$ cat src/rtl/fetch_pc_unit.sv
// Program counter and single-outstanding instruction fetch stage.
// Follows branch-unit redirects and hands fetched words to decode over valid/ready.
module fetch_pc_unit #(
    parameter logic [31:0] RESET_PC = 32'h0000_0000
) (
    input  logic        clk,
    input  logic        rst_n,
    output logic        imem_req_valid,
    input  logic        imem_req_ready,
    output logic [31:0] imem_req_addr,
    input  logic        imem_rsp_valid,
    input  logic [31:0] imem_rsp_data,
    output logic        inst_valid,
    input  logic        inst_ready,
    output logic [31:0] inst_data,
    output logic [31:0] inst_pc,
    output logic [31:0] inst_pc_plus4,
    input  logic        redir_valid,
    input  logic [31:0] redir_pc,
    input  logic        pc_offset_en,
    input  logic [31:0] pc_offset,
    input  logic        pc_override,
    output logic        misalign
);

    typedef enum logic [2:0] {
        IDLE = 3'd0,
        REQ  = 3'd1,
        WAIT = 3'd2,
        HOLD = 3'd3,
        HALT = 3'd4
    } state_t;

    state_t      state;
    state_t      state_next;
    logic [31:0] pc;
    logic [31:0] pc_next;
    logic        drop;
    logic        drop_next;
    logic        capture;
    logic        misalign_next;

    logic        taken;
    logic [31:0] target;
    logic        accept;
    logic        handshake;

    logic [31:0] data_p1;
    logic [31:0] pc_p1;
    logic [31:0] link_p1;
    logic        misalign_p1;

    // Absolute targets drop bit 0; relative targets wrap modulo 2^32.
    function automatic logic [31:0] redirect_target(
        input logic [31:0] base,
        input logic [31:0] offset,
        input logic        absolute
    );
        logic signed [31:0] base_s;
        logic signed [31:0] offset_s;
        logic signed [31:0] sum_s;
        base_s   = $signed(base);
        offset_s = $signed(offset);
        sum_s    = base_s + offset_s;
        if (absolute) begin
            return offset & 32'hFFFF_FFFE;
        end
        return $unsigned(sum_s);
    endfunction

    function automatic logic [31:0] link_address(input logic [31:0] addr);
        return addr + 32'd4;
    endfunction

    assign taken     = redir_valid & (pc_offset_en | pc_override);
    assign target    = redirect_target(redir_pc, pc_offset, pc_override);
    assign accept    = (state == REQ) & imem_req_ready;
    assign handshake = (state == HOLD) & inst_ready;

    always_comb begin
        state_next    = state;
        pc_next       = pc;
        drop_next     = drop;
        capture       = 1'b0;
        misalign_next = 1'b0;

        case (state)
            IDLE: state_next = REQ;
            REQ: begin
                if (accept) begin
                    state_next = WAIT;
                end
            end
            WAIT: begin
                if (imem_rsp_valid) begin
                    drop_next = 1'b0;
                    if (drop || taken) begin
                        state_next = REQ;
                    end else begin
                        capture    = 1'b1;
                        state_next = HOLD;
                    end
                end
            end
            HOLD: begin
                if (handshake) begin
                    pc_next    = link_address(pc);
                    state_next = REQ;
                end
            end
            HALT: state_next = HALT;
            default: state_next = IDLE;
        endcase

        // A redirect overrides the sequential decisions above; HALT ignores it.
        if (taken && (state != HALT)) begin
            if (target[1]) begin
                state_next    = HALT;
                pc_next       = pc;
                drop_next     = 1'b0;
                capture       = 1'b0;
                misalign_next = 1'b1;
            end else begin
                pc_next = target;
                case (state)
                    REQ: begin
                        if (accept) begin
                            drop_next = 1'b1;
                        end
                    end
                    WAIT: begin
                        if (!imem_rsp_valid) begin
                            drop_next = 1'b1;
                        end
                    end
                    HOLD: state_next = REQ;
                    default: ;
                endcase
            end
        end
    end

    // Stage p0 -> p1: control state and captured instruction.
    always_ff @(posedge clk) begin
        if (!rst_n) begin
            state       <= IDLE;
            pc          <= RESET_PC;
            drop        <= 1'b0;
            misalign_p1 <= 1'b0;
            data_p1     <= 32'h0;
            pc_p1       <= 32'h0;
            link_p1     <= 32'h0;
        end else begin
            state       <= state_next;
            pc          <= pc_next;
            drop        <= drop_next;
            misalign_p1 <= misalign_next;
            if (capture) begin
                data_p1 <= imem_rsp_data;
                pc_p1   <= pc;
                link_p1 <= link_address(pc);
            end
        end
    end

    assign imem_req_valid = (state == REQ);
    assign imem_req_addr  = pc;
    assign inst_valid     = (state == HOLD);
    assign inst_data      = data_p1;
    assign inst_pc        = pc_p1;
    assign inst_pc_plus4  = link_p1;
    assign misalign       = misalign_p1;

endmodule
$ cat config.mk
export PLATFORM = sky130hd
export DESIGN_NAME = fetch_pc_unit
export DESIGN_NICKNAME = d
export VERILOG_FILES = /design/src/rtl/fetch_pc_unit.sv
export SDC_FILE = /design/constraint.sdc
export NUM_CORES = 1
export LEC_CHECK = 0
export CAP_MARGIN = 30
export CORE_MARGIN = 8
export CORE_UTILIZATION = 45
export CTS_CLUSTER_DIAMETER = 30
export DETAILED_ROUTE_END_ITERATION = 6
export PLACE_DENSITY_LB_ADDON = 0.12
export SETUP_SLACK_MARGIN = 0.02
export SYNTH_ARGS = -nofsm -noshare
export SYNTH_HDL_FRONTEND = slang
export SYNTH_SLANG_ARGS = --single-unit
$ cat constraint.sdc
create_clock -name clk -period 6.5 [get_ports clk]
set_input_delay 1.3 -clock clk [delete_from_list [all_inputs] [get_ports clk]]
set_output_delay 1.3 -clock clk [all_outputs]
set_load 0.02 [all_outputs]
==> impl_metrics.py <==
metrics = {
    "route": {
        "ant_nets": 0,
        "firstDrtPassIters": 5,
        "m1WireLength_um": 11600,
        "via_count": 7608,
        "drt_iter0_drc": 662,
        "viasPerCell": 5.47,
        "wl_um": 24800,
        "dr_wl_met3_um": 2070,
        "wl_per_cell_um": 17.8,
        "drc": 0,
        "top_layer": "met4",
        "dr_wl_met2_um": 10800,
    },
    "job": {
        "maxCapViolations": 0,
    },
    "global_route": {
        "grt_use_total": 0.222,
        "grt_max_degree": 77,
        "grt_pass1_wl_um": 39100,
        "antenna_found_initial": 0,
        "grt_pass1_vias": 7183,
        "overflow": 0,
    },
    "logic_synthesis": {
        "synthArstFlopShare": 0,
        "synth_ff_type": "dfxtp_1",
        "synth_edf_count": 0,
        "synthCells": 965,
        "yosysTopAreaCell": "dfxtp_1",
        "ys_ff_latch": 129,
        "ys_seq_area_frac": 0.338,
        "synth_area_leaders": "dfxtp_1, nand2_1, a21boi_0, ha_1, o211a_1",
        "yosysUniqueCellTypes": 67,
        "netlist_area_um2": 7650,
        "synth_top_cell_area_share": 0.338,
        "avgSynthCellArea_um2": 7.92,
        "yosysWarnings": 0,
    },
    "setup_path": {
        "criticalPathCategory": "input pin to flip-flop",
        "critPathArrivalTime_ns": 4.78,
        "cp_max_fo": 33,
        "regToRegSetupSlack_ns": 3.15,
        "rr_endpoint": "imem_req_addr[20]",
        "r2r-start": "state[2]",
        "crit_required_ns": 6.80,
        "crit_path_end_kind": "flip-flop",
        "reg2reg_depth": 7,
        "start_kind": "input pin",
    },
    "sta": {
        "drv_slew": 0,
        "fin_worst_skew_ns": 0.00950,
        "holdWs_ns": 0.459,
        "finalCritPeriodShare": 0.689,
        "min_period_ns": 4.48,
        "fmax_mhz": 223,
        "setup_viol": 0,
        "rsz0062_at_grt": "no",
        "relSlewSlack": 0.338,
        "setup_tns_ns": 0,
        "timing.final.hold_violations": 0,
        "worst_slew_pin_slew_ns": 0.993,
    },
    "clock_tree": {
        "cts_num_sinks": 129,
        "ctsResizeCount": 0,
        "holdBufCountCts": 0,
        "clockBufferDepth": 2,
        "cts_root_buffer": "clkbuf_16",
        "cts_made_buffers": 17,
        "clkLatencyLatePin_ns": 0.42,
        "cts_max_level": 4,
        "cts_setup_buffers": 0,
        "cts.clk_slew.worst_paths_ns": 0.06,
        "tritoncts": "yes",
    },
    "finish": {
        "syn_to_final_growth_pct": 38.8,
        "multiInputGateArea_um2": 4750,
        "antenna-diode-count": 0,
        "drive_gt1_frac": 0.0504,
        "final-instance-count-excl-fill": 1390,
        "regArea_um2": 2580,
        "fill_cells": 1481,
        "nets": 1294,
    },
    "min_path": {
        "min_path_type": "flip-flop to flip-flop",
        "min_to": "inst_pc[19]",
        "hold_depth": 2,
        "hold_start": "inst_pc[19]",
    },
    "place": {
        "gp_congestion": 0.908,
        "place_inst": 1358,
        "dp_hpwl_um": 18900,
        "portBuffers": 231,
    },
    "run_status": {
        "status": "finished, final reports clean",
    },
    "power": {
        "irDropWorstVdd_uv": 192,
        "cellLeakagePower_nw": 4.11,
        "p_per_area_nw_per_um2": 210,
    },
    "floorplanning": {
        "start_util": 0.461,
        "die_h_um": 146,
        "ios": 235,
        "row_count": 47,
        "core_um2": 16600,
        "fp.dieArea_um2": 21400,
        "dieWidth_um": 146,
    },
}
-- area by class of cell --
cell class	count	share of cell area
inverter	13	0.00460
clock inverter	13	0.0145
tap	220	0.0259
timing repair buffer	238	0.223
clock buffer	19	0.0417
multi-input combinational	758	0.447
sequential	129	0.243
-- kinds of logic after synthesis --
logic type / synth area share
AO/OA/AOI/OAI: 0.271
flip-flops: 0.338
multiplexers: 0.0106
XOR/XNOR: 0.0573
other: 0.000490
adder cells (fa/ha/maj): 0.0550
AND/OR/NAND/NOR: 0.224
buffers and inverters: 0.0435
-- per-stage QoR --
stage	setup slack [ns]	utilization	total power, mW	instance area [um2]
final	2.02	0.640	2.23	10600
after global routing	1.88	0.640	2.32	10600
after CTS	2.18	0.640	2.24	10600
after detailed placement	1.75	0.604	1.28	10000
after global placement	1.86	0.604	1.28	10000
after floorplan	2.82	-	1.11	7650
-- cells in the final DEF (no fill, tap or decap), drive strengths merged, types with 8 or more instances in the layout --
cell type,Yosys,routed
a31oi,13,13
ha,32,32
o211ai,14,14
nand4,8,8
and3,17,17
nor2b,12,12
inv,13,17
xnor2,31,31
o211a,29,29
and2,14,14
a21boi,73,73
clkbuf,51,19
clkdlybuf4s50,0,230
dfxtp,129,129
a21o,11,11
buf,16,8
o21ai,52,52
a21oi,52,52
nand3,18,18
nor3,14,14
nand2,219,219
nor2,38,38
xor2,19,19
-- flip-flops by register name, summed over array words and instances (netlist names) --
register,cells
inst_data,32
misalign,1
inst_pc,31
state,3
drop,1
inst_pc_plus4,30
imem_req_addr,31
-- metal layers --
| layer | GRT usage | vias to the layer above |
|---|---|---|
| met1 | 0.306 | 3478 |
| met2 | 0.338 | 317 |
| met5 | 0 | - |
| met4 | 0.0634 | 0 |
| li1 | - | 3791 |
| met3 | 0.0522 | 22 |
-- synthesized netlist by cell type (all sizes together), types with 3 or more instances --
cell type,n
nand3b,3
a2111oi,3
inv,13
nand3,18
o221ai,3
a21oi,52
and4,5
or3,4
a211oi,7
o31ai,5
o22ai,4
dfxtp,129
a31oi,13
o21ai,52
o21bai,5
nand2b,6
xnor2,31
nor3b,7
o21a,4
nand2,219
mux2i,7
clkbuf,51
a22oi,4
xor2,19
and3,17
o211ai,14
o211a,29
nand4,8
nor2,38
nor2b,12
a21boi,73
nor3,14
a21o,11
ha,32
and2,14
a221oi,3
buf,16
-- worst max path at each step --
stage,from,to,slack [ns]
floorplan,redir_pc[0],imem_req_addr[24],2.82
global placement,pc_override,imem_req_addr[30],1.86
detailed placement,pc_override,imem_req_addr[30],1.75
CTS,pc_override,imem_req_addr[20],2.18
global route,pc_override,imem_req_addr[31],1.88
finish,pc_override,imem_req_addr[20],2.02
-- power by group --
group          switching, mW  internal (mW)  total, mW
Clock                  0.372          0.582      0.954
Sequential            0.0314          0.810      0.842
Combinational          0.233          0.201      0.434
-- worst max-delay path, stage by stage --
cell and delay [ns]:
clkdlybuf4s50_1 0.56, buf_4 0.31, o21a_1 0.29, nand2b_1 0.73, nand3_1 0.24, nand2_1 0.65, o21ai_0 0.24, a221oi_1 0.35
nor2_1 0.08
Power figures use the tool's default switching activity.
